**config.mk**
```make
export PLATFORM = sky130hd
export DESIGN_NAME = tone_sequencer
export DESIGN_NICKNAME = d
export VERILOG_FILES = /design/src/rtl/tone_sequencer.sv
export SDC_FILE = /design/constraint.sdc
export NUM_CORES = 1
export LEC_CHECK = 0
export CAP_MARGIN = 5
export CELL_PAD_IN_SITES_DETAIL_PLACEMENT = 1
export CELL_PAD_IN_SITES_GLOBAL_PLACEMENT = 2
export CORE_MARGIN = 1
export CORE_UTILIZATION = 30
export DETAILED_ROUTE_END_ITERATION = 12
export PLACE_DENSITY_LB_ADDON = 0.1
export SLEW_MARGIN = 10
export SYNTH_ARGS = -nofsm -noshare
export SYNTH_HDL_FRONTEND = slang
export SYNTH_SLANG_ARGS = --single-unit
```
**constraint.sdc**
```tcl
create_clock -name CLK100MHZ -period 5.65 [get_ports CLK100MHZ]
set_clock_uncertainty 0.05 [all_clocks]
set_input_delay 1.13 -clock CLK100MHZ [delete_from_list [all_inputs] [get_ports CLK100MHZ]]
set_output_delay 1.13 -clock CLK100MHZ [all_outputs]
set_load 0.005 [all_outputs]
```
**src/rtl/tone_sequencer.sv**
```systemverilog
// Tone sequencer: walks a small table of (phase step, duration, last) entries
// and drives phase_step / wave_en of the wave generator. Each played entry is
// followed by a silent gap; the walk can loop and can be aborted at any time.
module tone_sequencer #(
    parameter int DEPTH     = 16,
    parameter int STEP_W    = 16,
    parameter int DUR_W     = 16,
    parameter int TICK_DIV  = 100000,
    parameter int GAP_TICKS = 10
) (
    input  logic                     CLK100MHZ,
    input  logic                     ck_rst,
    input  logic                     cfg_we,
    input  logic [$clog2(DEPTH)-1:0] cfg_addr,
    input  logic [STEP_W-1:0]        cfg_step,
    input  logic [DUR_W-1:0]         cfg_dur,
    input  logic                     cfg_last,
    input  logic                     start,
    input  logic                     stop,
    input  logic                     loop,
    output logic [STEP_W-1:0]        phase_step,
    output logic                     wave_en,
    output logic                     busy,
    output logic [$clog2(DEPTH)-1:0] cur_idx,
    output logic                     done
);

    localparam int IDX_W   = $clog2(DEPTH);
    localparam int PRESC_W = (TICK_DIV > 1) ? $clog2(TICK_DIV) : 1;
    localparam int GAP_W   = $clog2(GAP_TICKS + 1);
    localparam int CNT_W   = (DUR_W > GAP_W) ? DUR_W : GAP_W;

    localparam logic [PRESC_W-1:0] PRESC_MAX = PRESC_W'(TICK_DIV - 1);
    localparam logic [CNT_W-1:0]   GAP_LAST  = CNT_W'(GAP_TICKS - 1);
    localparam logic [IDX_W-1:0]   IDX_MAX   = IDX_W'(DEPTH - 1);

    typedef enum logic [1:0] {
        ST_IDLE  = 2'd0,
        ST_FETCH = 2'd1,
        ST_PLAY  = 2'd2,
        ST_GAP   = 2'd3
    } state_t;

    state_t state_r, state_n;

    logic [STEP_W-1:0]  tbl_step_r [DEPTH];
    logic [DUR_W-1:0]   tbl_dur_r  [DEPTH];
    logic               tbl_last_r [DEPTH];

    logic [IDX_W-1:0]   idx_r,   idx_n;
    logic [STEP_W-1:0]  step_r,  step_n;
    logic               wen_r,   wen_n;
    logic               done_r,  done_n;
    logic               busy_r,  busy_n;
    logic [PRESC_W-1:0] presc_r, presc_n;
    logic [CNT_W-1:0]   tick_r,  tick_n;
    logic [CNT_W-1:0]   dur_r,   dur_n;
    logic               last_r,  last_n;

    logic [STEP_W-1:0]  rd_step_s;
    logic [DUR_W-1:0]   rd_dur_s;
    logic               rd_last_s;
    logic               tick_end_s;
    logic               play_end_s;
    logic               gap_end_s;
    logic               wrap_s;
    logic               fin_s;
    logic [PRESC_W-1:0] presc_inc_s;
    logic [CNT_W-1:0]   tick_inc_s;

    // Table write port; contents survive reset and writes are allowed while busy.
    always_ff @(posedge CLK100MHZ) begin
        if (cfg_we) begin
            tbl_step_r[cfg_addr] <= cfg_step;
            tbl_dur_r[cfg_addr]  <= cfg_dur;
            tbl_last_r[cfg_addr] <= cfg_last;
        end
    end

    // The read is sampled at the FETCH edge, so a same-edge write is seen next time.
    assign rd_step_s   = tbl_step_r[idx_r];
    assign rd_dur_s    = tbl_dur_r[idx_r];
    assign rd_last_s   = tbl_last_r[idx_r];

    assign tick_end_s  = (presc_r == PRESC_MAX);
    assign play_end_s  = tick_end_s && (tick_r == (dur_r - CNT_W'(1)));
    assign gap_end_s   = tick_end_s && (tick_r == GAP_LAST);
    assign wrap_s      = (idx_r == IDX_MAX);
    assign fin_s       = ((state_r == ST_FETCH) ? rd_last_s : last_r) || wrap_s;
    assign presc_inc_s = tick_end_s ? '0 : (presc_r + PRESC_W'(1));
    assign tick_inc_s  = tick_end_s ? (tick_r + CNT_W'(1)) : tick_r;

    // State register.
    always_ff @(posedge CLK100MHZ) begin
        if (!ck_rst) begin
            state_r <= ST_IDLE;
        end else begin
            state_r <= state_n;
        end
    end

    // Next-state logic; stop overrides everything, including a start.
    always_comb begin
        state_n = state_r;
        if (stop) begin
            state_n = ST_IDLE;
        end else begin
            case (state_r)
                ST_IDLE: begin
                    if (start) state_n = ST_FETCH;
                    else       state_n = ST_IDLE;
                end
                ST_FETCH: begin
                    if (rd_dur_s != '0)     state_n = ST_PLAY;
                    else if (fin_s && !loop) state_n = ST_IDLE;
                    else                     state_n = ST_FETCH;
                end
                ST_PLAY: begin
                    if (play_end_s) state_n = ST_GAP;
                    else            state_n = ST_PLAY;
                end
                ST_GAP: begin
                    if (!gap_end_s)          state_n = ST_GAP;
                    else if (fin_s && !loop) state_n = ST_IDLE;
                    else                     state_n = ST_FETCH;
                end
                default: state_n = ST_IDLE;
            endcase
        end
    end

    // Output and datapath next values: index walk, tone outputs, tick counting.
    always_comb begin
        idx_n   = idx_r;
        step_n  = step_r;
        wen_n   = wen_r;
        done_n  = 1'b0;
        presc_n = presc_r;
        tick_n  = tick_r;
        dur_n   = dur_r;
        last_n  = last_r;
        if (stop) begin
            idx_n   = '0;
            step_n  = '0;
            wen_n   = 1'b0;
            presc_n = '0;
            tick_n  = '0;
        end else begin
            case (state_r)
                ST_IDLE: begin
                    if (start) begin
                        idx_n   = '0;
                        presc_n = '0;
                        tick_n  = '0;
                    end else begin
                        idx_n   = idx_r;
                    end
                end
                ST_FETCH: begin
                    if (rd_dur_s != '0) begin
                        step_n  = rd_step_s;
                        wen_n   = (rd_step_s != '0);
                        dur_n   = CNT_W'(rd_dur_s);
                        last_n  = rd_last_s;
                        presc_n = '0;
                        tick_n  = '0;
                    end else if (fin_s) begin
                        if (loop) idx_n  = '0;
                        else      done_n = 1'b1;
                    end else begin
                        idx_n = idx_r + IDX_W'(1);
                    end
                end
                ST_PLAY: begin
                    if (play_end_s) begin
                        step_n  = '0;
                        wen_n   = 1'b0;
                        presc_n = '0;
                        tick_n  = '0;
                    end else begin
                        presc_n = presc_inc_s;
                        tick_n  = tick_inc_s;
                    end
                end
                ST_GAP: begin
                    if (!gap_end_s) begin
                        presc_n = presc_inc_s;
                        tick_n  = tick_inc_s;
                    end else if (fin_s) begin
                        presc_n = '0;
                        tick_n  = '0;
                        if (loop) idx_n  = '0;
                        else      done_n = 1'b1;
                    end else begin
                        presc_n = '0;
                        tick_n  = '0;
                        idx_n   = idx_r + IDX_W'(1);
                    end
                end
                default: begin
                    idx_n   = '0;
                    step_n  = '0;
                    wen_n   = 1'b0;
                    presc_n = '0;
                    tick_n  = '0;
                end
            endcase
        end
        busy_n = (state_n != ST_IDLE);
    end

    // Datapath and output registers.
    always_ff @(posedge CLK100MHZ) begin
        if (!ck_rst) begin
            idx_r   <= '0;
            step_r  <= '0;
            wen_r   <= 1'b0;
            done_r  <= 1'b0;
            busy_r  <= 1'b0;
            presc_r <= '0;
            tick_r  <= '0;
            dur_r   <= '0;
            last_r  <= 1'b0;
        end else begin
            idx_r   <= idx_n;
            step_r  <= step_n;
            wen_r   <= wen_n;
            done_r  <= done_n;
            busy_r  <= busy_n;
            presc_r <= presc_n;
            tick_r  <= tick_n;
            dur_r   <= dur_n;
            last_r  <= last_n;
        end
    end

    assign phase_step = step_r;
    assign wave_en    = wen_r;
    assign busy       = busy_r;
    assign cur_idx    = idx_r;
    assign done       = done_r;

endmodule

```
==> impl_metrics.py <==
metrics = {
    "place": {
        "io_buffers": 65,
        "dp_hpwl_um": 39660,
        "pre_cts_ws_ns": 1.391,
        "place_area_mm2": 0.02632,
        "dp_cells": 2392,
        "gp_congestion": 0.7114,
    },
    "cts": {
        "cts_sinks": 607,
        "clockBufferDepth": 3,
        "numCtsBuffers": 71,
        "cts_tree": "built",
        "hold_buffers": 0,
        "ctsRootBufferMaster": "clkbuf_16",
        "post_cts_buffers": 0,
        "h-tree-depth": 3,
        "clkTransAtPathRegs_ns": 0.06,
        "postCtsResizedCells": 0,
        "clkLatencyLatePin_ns": 0.62,
    },
    "timing": {
        "worst_slack_ns": 1.482,
        "setup_violations": 0,
        "slew-limit-headroom": 0.2066,
        "slew_viol_final": 0,
        "hold_viol": 0,
        "rsz0062_at_grt": "false",
        "fin_crit_ns": 4.168,
        "worst_pin_slew_ns": 1.181,
        "fmax_mhz": 239.9,
        "min_period_over_period": 0.7377,
        "tns_ns": 0,
    },
    "grt": {
        "grt_first_pass_wirelength_um": 98900,
        "grt_max_degree": 62,
        "grt_util_met3": 0.02862,
        "grt.total_usage": 0.1667,
        "first_global_vias": 13760,
        "grt_overflow": 0,
        "use_met2": 0.2910,
        "antenna_found_initial": 2,
        "grt.met1_usage": 0.2153,
        "grt_busiest_layer": "met2",
    },
    "layout": {
        "nFillCells": 7896,
        "finish.utilization": 0.3609,
        "layout.nets": 1463,
        "area_delta_synth_final_pct": 18.24,
        "fin_cells": 2519,
        "diodes": 0,
        "postLayoutCellArea_mm2": 0.02865,
        "final_layout_size_suffix_gt1_frac": 0.2260,
    },
    "routing": {
        "first_iter_violations": 762,
        "drc": 0,
        "routedWlPerCell_um": 26.71,
        "final_antenna_net_count": 0,
        "via_per_inst": 5.098,
        "vias": 12840,
        "firstDrtPassIters": 5,
        "routed_wl_um": 67300,
    },
    "floorplan": {
        "die_w_um": 286.2,
        "ios": 66,
        "chipHeight_um": 286.2,
        "core.rowCount": 103,
        "fp.dieArea_mm2": 0.08190,
        "coreArea_mm2": 0.07939,
        "start_util": 0.3052,
    },
    "pwr": {
        "peakVddDrop_mv": 0.3422,
        "p_sw_frac": 0.2146,
        "power.switching_mw": 2.124,
        "p_comb_frac": 0.033,
        "seq_power_share": 0.504,
        "power_density_mw_per_mm2": 345.5,
        "p_leak_nw": 8.833,
        "power_frac_clock": 0.463,
        "internal_power_mw": 7.774,
    },
    "synthesis": {
        "syn_area_per_cell_um2": 18.60,
        "synth_nets": 1351,
        "synth_cells": 1303,
        "yosysSeqAreaShare": 0.7196,
        "synthDistinctLibCells": 71,
        "synthFlopType": "edfxtp_1",
        "ys_ff_latch": 607,
        "yosys_warnings": 0,
        "synth-edff-count": 528,
        "synth_async_sr_flop_share": 0,
        "netlist_area_mm2": 0.02423,
    },
    "worst_setup_path": {
        "worstPathArrival_ns": 4.67,
        "rr_worst_depth": 9,
        "crit_type": "register to register",
        "required_ns": 6.15,
        "crit_fanout": 26,
        "cp-end-kind": "register",
        "start_kind": "register",
    },
    "hold_path": {
        "hp-class": "register to register",
        "holdPathStages": 1,
    },
    "status": {
        "status": "complete, no violations",
    },
    "job": {
        "maxCapViolCount": 0,
    },
}
[synth_stat cells (all sizes together), types with 4 or more instances]
master  count  area, µm²
nor2       52      202.7
o32ai       4      35.03
nand3      20      100.1
and3        6      37.54
or3         5      31.28
edfxtp    528      15860
a221o       9      90.09
a21oi      17      88.84
nor4       18      112.6
mux4      149       3356
nor2b      26      162.7
xnor2      14      122.6
o21ai      25      128.9
nand4      13      81.33
mux2i      19      190.2
dfxtp      79       1582
inv         9      33.78
and2        7      46.30
nand2      54      202.7
buf        39      244.0
ha          5      62.56
o211ai      4      30.03
a211oi      4      42.54
o31ai      10      75.07
a22oi      32      240.2
xor2       13      113.9
nor3       34      175.2
or4         9      67.56
nor4b       5      58.80
a31oi       6      37.54
a22o       17      148.9
clkbuf     30      112.6
[worst max-delay path, cell delays in order (launching register included)]
cell	delay, ns
dfxtp_4	0.73
buf_4	0.37
mux4_2	0.53
a22oi_1	0.23
nand2_1	0.14
nor4_1	0.41
and4_1	0.47
a21o_1	0.56
o21ai_2	0.26
o21ba_2	0.30
[registers in the layout, indices dropped and copies added (netlist names), named ones only]
name / cells
done: 1
tick_r: 16
tbl_last_r: 16
wave_en: 1
cur_idx: 4
last_r: 1
tbl_step_r: 256
state_r: 2
phase_step: 16
tbl_dur_r: 256
presc_r: 17
busy: 1
dur_r: 16
[final cells by class]
cell class,instances,area (µm²),share of cell area
sequential,607,17450,0.6091
multi-input combinational,618,6513,0.2273
clock buffer,96,1961,0.06844
tap,1050,1314,0.04586
timing repair buffer,108,1011,0.03529
clock inverter,31,367.9,0.01284
inverter,9,33.78,0.001179
[metal layers]
| layer | up-vias | wire [µm] |
|---|---|---|
| met1 | 6977 | 29900 |
| met3 | 83 | 1813 |
| li1 | 5613 | - |
| met2 | 165 | 34430 |
| met5 | - | 27 |
| met4 | 4 | 1133 |
[cell families (layout without fill, tap and decap cells)]
group,Yosys count,count (layout),share of synthesized area
mux,169,169,0.1470
flops,607,607,0.7196
xor+xnor,27,27,0.009760
fa+ha+maj,5,5,0.002582
buf+inv,78,244,0.01611
simple gates,269,269,0.05959
compound gates,148,148,0.04534
[per-stage QoR]
stage                     hold slack (ns)  power (mW)
final                              0.4552       9.897
after global routing               0.4809       10.24
after CTS                          0.4536       10.06
after detailed placement           0.4234       5.422
after global placement             0.4368       5.414
after floorplan                    0.4076       5.239
[power groups by stage]
| stage | clock (mW) | combinational, mW | sequential [mW] |
|---|---|---|---|
| after floorplan | 0 | 0.172 | 5.07 |
| after global placement | 0 | 0.335 | 5.08 |
| after detailed placement | 0 | 0.340 | 5.08 |
| after CTS | 4.73 | 0.341 | 4.99 |
| after global routing | 4.88 | 0.360 | 4.99 |
| final | 4.58 | 0.331 | 4.99 |
[path summary, 6_finish.rpt]
check,endpoint,startpoint,slack [ns]
hold reg to reg,phase_step[9],phase_step[9],0.46
setup reg to reg,presc_r[16],register,1.48
setup / recovery,presc_r[16],register,1.48
hold / removal,phase_step[9],phase_step[9],0.46
[layout by cell type (no fill, tap or decap), types with 5 or more instances in the layout]
master,n
or3_1,5
clkinv_1,9
xnor2_1,14
nand3_1,20
nor2_4,12
bufinv_16,5
a31oi_1,6
clkbuf_16,71
nand4_1,13
nor3_1,29
and2_1,6
edfxtp_1,528
mux2i_1,19
nor4_1,18
ha_1,5
o21ai_0,21
clkdlybuf4s50_1,65
clkinv_2,10
inv_1,9
mux4_2,149
xor2_1,13
o31ai_1,10
a21oi_1,16
nor2_1,37
dfxtp_1,75
and3_1,6
a221o_1,9
nand2_1,54
nor2b_1,26
clkbuf_1,16
buf_4,40
clkbuf_8,9
nor3_2,5
a22o_1,17
a22oi_1,32
or4_1,9
Note: power is estimated with default switching activity, not from simulation.
